## src/rtl/integrator.sv

```systemverilog
// rtl/integrator.sv - leaky signed integrator with a saturating accumulator and a one-deep output register
module integrator #(
  parameter int AXIS_TDATA_WIDTH = 16,
  parameter int ACC_WIDTH        = 32,
  parameter int LEAK_SHIFT       = 10,
  parameter int OUT_SHIFT        = 8
) (
  input  logic                               aclk,
  input  logic                               areset,
  input  logic                               clear,
  input  logic                               S_AXIS_tvalid,
  input  logic signed [AXIS_TDATA_WIDTH-1:0] S_AXIS_tdata,
  output logic                               S_AXIS_tready,
  output logic                               M_AXIS_tvalid,
  output logic signed [AXIS_TDATA_WIDTH-1:0] M_AXIS_tdata,
  input  logic                               M_AXIS_tready,
  output logic                               sat_flag
);

  // Two guard bits let acc - leak + sample be formed without overflow before clipping.
  localparam int EW = ACC_WIDTH + 2;
  localparam int DW = AXIS_TDATA_WIDTH;

  localparam logic signed [EW-1:0] ACC_MAX = {3'b000, {(ACC_WIDTH-1){1'b1}}};
  localparam logic signed [EW-1:0] ACC_MIN = {3'b111, {(ACC_WIDTH-1){1'b0}}};
  localparam logic signed [ACC_WIDTH-1:0] OUT_MAX = {{(ACC_WIDTH-DW+1){1'b0}}, {(DW-1){1'b1}}};
  localparam logic signed [ACC_WIDTH-1:0] OUT_MIN = {{(ACC_WIDTH-DW+1){1'b1}}, {(DW-1){1'b0}}};

  logic signed [ACC_WIDTH-1:0] acc;
  logic signed [ACC_WIDTH-1:0] acc_base;
  logic signed [ACC_WIDTH-1:0] leak;
  logic signed [EW-1:0]        sum;
  logic signed [ACC_WIDTH-1:0] acc_new;
  logic signed [ACC_WIDTH-1:0] out_full;
  logic signed [DW-1:0]        out_sat;
  logic                        acc_clip;
  logic                        out_clip;
  logic                        accept;

  // Ready depends only on the output register state, never on S_AXIS_tvalid.
  assign S_AXIS_tready = !M_AXIS_tvalid || M_AXIS_tready;
  assign accept        = S_AXIS_tvalid && S_AXIS_tready;

  // A clear coinciding with an accept restarts integration from zero on this very sample.
  assign acc_base = clear ? '0 : acc;

  if (LEAK_SHIFT == 0) begin : g_no_leak
    assign leak = '0;
  end else begin : g_leak
    assign leak = acc_base >>> LEAK_SHIFT;
  end

  // Wide sum, clip to the accumulator range, then scale and clip to the sample range.
  always_comb begin
    sum = {{2{acc_base[ACC_WIDTH-1]}}, acc_base}
        - {{2{leak[ACC_WIDTH-1]}}, leak}
        + {{(EW-DW){S_AXIS_tdata[DW-1]}}, S_AXIS_tdata};
    acc_clip = 1'b0;
    if (sum > ACC_MAX) begin
      acc_new  = ACC_MAX[ACC_WIDTH-1:0];
      acc_clip = 1'b1;
    end else if (sum < ACC_MIN) begin
      acc_new  = ACC_MIN[ACC_WIDTH-1:0];
      acc_clip = 1'b1;
    end else begin
      acc_new = sum[ACC_WIDTH-1:0];
    end
    out_full = acc_new >>> OUT_SHIFT;
    out_clip = 1'b0;
    if (out_full > OUT_MAX) begin
      out_sat  = OUT_MAX[DW-1:0];
      out_clip = 1'b1;
    end else if (out_full < OUT_MIN) begin
      out_sat  = OUT_MIN[DW-1:0];
      out_clip = 1'b1;
    end else begin
      out_sat = out_full[DW-1:0];
    end
  end

  // Accumulator, output register and sticky saturation flag; reset dominates clear and handshakes.
  always_ff @(posedge aclk) begin
    if (areset) begin
      acc           <= '0;
      M_AXIS_tdata  <= '0;
      M_AXIS_tvalid <= 1'b0;
      sat_flag      <= 1'b0;
    end else if (accept) begin
      acc           <= acc_new;
      M_AXIS_tdata  <= out_sat;
      M_AXIS_tvalid <= 1'b1;
      sat_flag      <= (clear ? 1'b0 : sat_flag) | acc_clip | out_clip;
    end else begin
      if (M_AXIS_tvalid && M_AXIS_tready) begin
        M_AXIS_tvalid <= 1'b0;
      end
      if (clear) begin
        acc      <= '0;
        sat_flag <= 1'b0;
      end
    end
  end

endmodule

```

## config.mk

```make
export PLATFORM = sky130hd
export DESIGN_NAME = integrator
export DESIGN_NICKNAME = d
export VERILOG_FILES = /design/src/rtl/integrator.sv
export SDC_FILE = /design/constraint.sdc
export NUM_CORES = 1
export LEC_CHECK = 0
export CAP_MARGIN = 20
export CELL_PAD_IN_SITES_DETAIL_PLACEMENT = 0
export CELL_PAD_IN_SITES_GLOBAL_PLACEMENT = 1
export CORE_MARGIN = 5
export CORE_UTILIZATION = 49
export CTS_CLUSTER_DIAMETER = 150
export DETAILED_ROUTE_END_ITERATION = 12
export HOLD_SLACK_MARGIN = 0.03
export PLACE_DENSITY_LB_ADDON = 0.1
export SKIP_LAST_GASP = 1
export SLEW_MARGIN = 10
export SYNTH_ARGS = -nofsm -noshare
export SYNTH_HDL_FRONTEND = slang
export SYNTH_SLANG_ARGS = --single-unit
```

## constraint.sdc

```tcl
create_clock -name aclk -period 16.3 [get_ports aclk]
set_clock_uncertainty 0.1 [all_clocks]
set_input_delay 3.26 -clock aclk [delete_from_list [all_inputs] [get_ports aclk]]
set_output_delay 3.26 -clock aclk [all_outputs]
set_load 0.005 [all_outputs]
```

==> results of run 1 <==
per-layer routing:
layer	wire length (um)	up-vias	track usage
li1	-	2676	-
met1	7640	2660	0.322
met2	8280	157	0.408
met3	771	36	0.0272
met4	608	0	0.0833
met5	0	-	0
cell usage after synthesis, types with 3 or more instances:
master / n / area share
xnor2_1: 14 / 0.021
nor2_1: 59 / 0.038
inv_1: 110 / 0.071
o21ai_0: 42 / 0.036
a21oi_2: 4 / 0.0060
clkbuf_1: 27 / 0.017
a211oi_2: 3 / 0.0065
and2_1: 4 / 0.0043
nand4_1: 14 / 0.015
a21oi_1: 51 / 0.044
ha_1: 36 / 0.078
o211ai_1: 55 / 0.071
fa_1: 31 / 0.11
dfxtp_1: 50 / 0.17
a221oi_1: 19 / 0.029
buf_2: 10 / 0.0086
a21o_1: 5 / 0.0065
buf_4: 8 / 0.010
nand3_1: 14 / 0.012
nor3_1: 8 / 0.0069
xor2_1: 11 / 0.017
o21a_1: 6 / 0.0078
nand2_1: 55 / 0.036
a211oi_1: 7 / 0.0091
o21ai_1: 5 / 0.0043
nand2b_1: 42 / 0.045
o31ai_1: 4 / 0.0052
o211ai_2: 12 / 0.026
or3_1: 7 / 0.0076
report_power, final:
part	leakage, nW	internal, mW	switching (mW)	total (mW)
Sequential	0.415	0.160	0.0143	0.175
Combinational	2.24	0.276	0.487	0.762
Clock	0.0739	0.0611	0.0470	0.108
sequential cells by signal (all words and copies together), names as in the netlist:
name and count:
M_AXIS_tdata 16, M_AXIS_tvalid 1, sat_flag 1, acc 32
area by class of cell:
class	instances	area (um2)
fillers	1150	5160
clock buffers	7	143
multi-input cells	555	4150
inverters	110	413
clock inverters	1	5.00
repair buffers	47	465
well taps	143	179
flip-flops and latches	50	1000
stage by stage:
step	worst slack (ns)	instance area [um2]	instances
3_5_place_dp	6.92	6180	904
6_report	7.18	6360	913
2_1_floorplan	8.59	5800	763
3_3_place_gp	7.12	6180	904
4_1_cts	7.22	6330	912
5_1_grt	6.77	6360	913
critical path, cell delays in order:
cell and delay, ns:
clkdlybuf4s50_1 0.93, nand2b_1 0.43, inv_1 0.50, fa_1 0.53, inv_1 0.07, ha_1 0.31, a21oi_1 0.30, o211ai_2 0.15
a221oi_2 0.39, mux2_4 0.34, a311oi_2 0.39, nand2_1 0.09, or4b_1 0.55, or3_1 0.69, o211ai_1 0.28
final timing paths:
path | to | slack (ns) | depth (start not counted)
worst max-delay path | M_AXIS_tdata[1]$_SDFFE_PP0P_ | 7.18 | 15
worst min-delay path | M_AXIS_tdata[15]$_SDFFE_PP0P_ | 0.36 | 2
worst max register to register | M_AXIS_tdata[1]$_SDFFE_PP0P_ | 11.11 | 14
worst min register to register | M_AXIS_tdata[15]$_SDFFE_PP0P_ | 0.36 | 2
cell families after synthesis:
| logic type | count (synthesis) | share of synthesized area |
|---|---|---|
| AOI/OAI and AO/OA | 240 | 0.297 |
| adders and majority gates | 67 | 0.185 |
| xor gates and xnor gates | 25 | 0.0378 |
| buffers and inverters | 158 | 0.114 |
| and+or+nand+nor | 221 | 0.189 |
| muxes | 2 | 0.00432 |
| DFF | 50 | 0.173 |
==> impl_metrics.yaml, run 1 <==
run_status:
  run_status: "finished, final reports clean"
setup_path:
  worstSetupStartpoint: "clear"
  critical_path_class: "in2reg"
  worstPathRequired_ns: 16.41
  arrival_ns: 9.23
  cp_max_fo: 33
  startpoint_type: "input pin"
  rr_startpoint: "acc[31]$_SDFF_PP0_"
  end_kind: "flip-flop"
clocking:
  cts-buffers-inserted: 5
  cts_hold_buf: 0
  cts_root_buf: "clkbuf_16"
  tritoncts: "done"
  clk-insertion-delay-late_ns: 0.29
  cts_resized: 0
  cts_buffer_depth: 2
  post_cts_buffers: 0
  cts.sinks: 50
  cts_htree_levels: 2
  cts.clk_slew.worst_paths_ns: 0.07
place:
  gp_congestion: 0.922
  port_buffers: 39
  hpwl_um: 13400
layout:
  final_common_cell: "inv_1"
  nNetsFinal: 857
  utilization: 0.552
  drive_above_1_share: 0.0675
  area_growth_pct: 9.65
  layout_common_cells: "inv_1, nor2_1, nand2_1, o211ai_1, a21oi_1"
  n_antenna_cell: 0
synth:
  synth-seq-cells: 50
  synth_nets: 851
  ys.warnings.count: 0
  ys_async_sr_fraction: 0
  ys.flop_type: "dfxtp_1"
  syn_area_um2: 5800
  ys_seq_area_frac: 0.173
  synth-edff-count: 0
  synth_cell_types: 67
  synth_cells: 763
  syn_area_per_cell_um2: 7.60
global_routing:
  track_usage: 0.242
  grt_pass1_wl_um: 27900
  grt_max_degree: 53
  grt-ovfl-total: 0
  grt_antenna_before_repair: 0
  grt_pass1_vias: 5314
sta:
  fin_crit_sh: 0.560
  report.final.slew_viol_count: 0
  whs_ns: 0.359
  relSlewSlack: 0.304
  rsz0062_at_grt: "false"
  fin_crit_ns: 9.12
  hold_viol_final: 0
  setup_tns_ns: 0
  max_freq_ghz: 0.110
  tightest_slew_ns: 1.04
  finalSetupViolations: 0
pwr:
  p_per_area_nw_per_um2: 164
  leakage_nw: 2.73
  total_power_mw: 1.05
  ir_drop_uv: 101
drt:
  drt-wirelength-per-cell_um: 18.9
  drt_iter0_drc: 438
  routed_wl_um: 17300
  drtAntennaViolNets: 0
  vias: 5529
  vias_per_cell: 6.06
  drt_first_pass_iters: 5
  drc: 0
die:
  die_w_um: 119
  rows: 39
  pin_count: 40
  die_y_um: 119
  dieArea_um2: 14100
  start_util: 0.503
  coreArea_um2: 11500
worst_hold_path:
  min_path_type: "reg2reg"
  min_from: "M_AXIS_tdata[15]$_SDFFE_PP0P_"
run:
  cap_viol_max_count: 0
Note: power is estimated with default switching activity, not from simulation.
==> run 2, diff against run 1 <==
CORE_UTILIZATION = 41   (was 49)
clock period = 7.4 ns   (was 16.3 ns; I/O delays follow)
==> impl_metrics.yaml, run 2 (synthesized netlist as in run 1, its figures left out) <==
setup_path:
  worstPathRequired_ns: 7.51
  arrival_ns: 6.78
  end_kind: "flip-flop"
  critical_path_class: "in2reg"
  rr_startpoint: "acc[31]$_SDFF_PP0_"
  startpoint_type: "input pin"
  r2r_setup_slack_ns: 2.42
  r2r_end: "M_AXIS_tdata[0]$_SDFFE_PP0P_"
  rr_worst_depth: 14
  cp_max_fo: 16
layout:
  utilization: 0.464
  largest_reg_flops: 32
  nNetsFinal: 861
  fill_cells: 1426
  top_regs: "acc (32), M_AXIS_tdata (16)"
  final_common_cell: "inv_1"
  layout_common_cells: "inv_1, nor2_1, nand2_1, o211ai_1, a21oi_1"
  drive_above_1_share: 0.0736
  final_cells: 954
  regMostFlops: "acc"
  area_growth_pct: 11.1
  n_antenna_cell: 0
run_status:
  run_status: "finished, final reports clean"
global_routing:
  grt_pass1_wl_um: 29100
  grt_max_degree: 53
  track_usage: 0.221
  grt_antenna_before_repair: 0
  grt-ovfl-total: 0
  grt_pass1_vias: 5411
clocking:
  cts_resized: 0
  cts_hold_buf: 0
  post_cts_buffers: 0
  cts-buffers-inserted: 5
  tritoncts: "done"
  clk-insertion-delay-late_ns: 0.29
  cts.clk_slew.worst_paths_ns: 0.07
  cts_root_buf: "clkbuf_16"
  cts.sinks: 50
  cts_htree_levels: 2
  cts_buffer_depth: 2
drt:
  routed_wl_um: 18500
  drt_iter0_drc: 466
  vias: 5539
  drtAntennaViolNets: 0
  drt_first_pass_iters: 5
  drc: 0
  drt-wirelength-per-cell_um: 19.4
  vias_per_cell: 5.81
sta:
  max_freq_ghz: 0.150
  relSlewSlack: 0.246
  report.final.slew_viol_count: 0
  fin_crit_ns: 6.67
  fin_crit_sh: 0.902
  tightest_slew_ns: 1.13
  rsz0062_at_grt: "false"
  setup_tns_ns: 0
  hold_viol_final: 0
  finalSetupViolations: 0
place:
  dp.cells: 946
  hpwl_um: 14300
  port_buffers: 39
  gp_congestion: 0.899
die:
  die_w_um: 129
  rows: 43
  pin_count: 40
  coreArea_um2: 13900
  die_y_um: 129
  start_util: 0.418
  dieArea_um2: 16600
worst_hold_path:
  hold_depth: 2
  hold_end: "M_AXIS_tdata[15]$_SDFFE_PP0P_"
  min_from: "M_AXIS_tdata[15]$_SDFFE_PP0P_"
  min_path_type: "reg2reg"
pwr:
  p_per_area_nw_per_um2: 367
  leakage_nw: 2.76
  ir_drop_uv: 446
run:
  cap_viol_max_count: 0
==> run 2: cell types whose count changed in the layout (fill, tap and decap cells not counted), sizes merged <==
cell	previous run	this run
buf	9	13
bufinv	0	1
inv	110	111
clkbuf	7	6
clkinv	1	0
==> run 2: power breakdown <==
part / leakage, nW / internal (mW) / switching, mW / total, mW
logic: 2.25 / 0.615 / 1.09 / 1.70
clock network: 0.0875 / 0.170 / 0.107 / 0.277
registers: 0.415 / 0.353 / 0.0326 / 0.386
==> run 2: area by class of cell <==
class / count / area, um2 / area share
inverters: 110 / 413 / 0.0641
repair buffers: 51 / 475 / 0.0738
flip-flops and latches: 50 / 1000 / 0.155
well taps: 180 / 225 / 0.0350
multi-input cells: 555 / 4150 / 0.644
clock inverters: 2 / 38.8 / 0.00602
clock buffers: 6 / 139 / 0.0216
==> run 2: critical path, cell delays in order <==
cell and delay, ns:
clkdlybuf4s50_1 0.63, buf_4 0.25, nand2b_1 0.24, inv_1 0.09, fa_1 0.51, inv_1 0.04
ha_1 0.38, a21oi_2 0.25, o211ai_2 0.15, a41oi_1 0.56, a211oi_1 0.16, a211oi_1 0.24
nand3_1 0.28, or3_1 0.48, or3_1 0.72, o211ai_1 0.29
==> run 2: worst max-delay path by stage <==
stage | start | endpoint | slack [ns] | cells past startpoint
2_1_floorplan | clear | M_AXIS_tdata[10]$_SDFFE_PP0P_ | 1.47 | 18
3_3_place_gp | clear | M_AXIS_tdata[4]$_SDFFE_PP0P_ | 0.66 | 16
3_5_place_dp | S_AXIS_tdata[15] | M_AXIS_tdata[0]$_SDFFE_PP0P_ | 0.54 | 14
4_1_cts | S_AXIS_tdata[15] | M_AXIS_tdata[0]$_SDFFE_PP0P_ | 0.83 | 14
5_1_grt | clear | M_AXIS_tdata[3]$_SDFFE_PP0P_ | 0.53 | 16
6_report | clear | M_AXIS_tdata[0]$_SDFFE_PP0P_ | 0.73 | 16
==> run 2: through the flow <==
| step | cell area [um2] | hold slack (ns) | power, mW | setup WS (ns) |
|---|---|---|---|---|
| 4_1_cts | 6440 | 0.367 | 2.37 | 0.831 |
| 3_5_place_dp | 6260 | 0.356 | 2.08 | 0.541 |
| 6_report | 6440 | 0.361 | 2.37 | 0.727 |
| 3_3_place_gp | 6260 | 0.347 | 2.07 | 0.657 |
| 2_1_floorplan | 5800 | 0.353 | 1.56 | 1.47 |
| 5_1_grt | 6440 | 0.387 | 2.56 | 0.526 |
==> run 2: metal layers <==
layer	up-vias	track usage	routed length (um)
li1	2688	-	-
met1	2663	0.283	8000
met2	158	0.391	9120
met3	30	0.0253	844
met4	0	0.0655	544
met5	-	0	0
==> run 3, diff against run 2 <==
GPL_TIMING_DRIVEN = 1   (was default)
==> results of run 3 <==
Same layout as run 2: the final DEF is identical, and so are final timing and power.
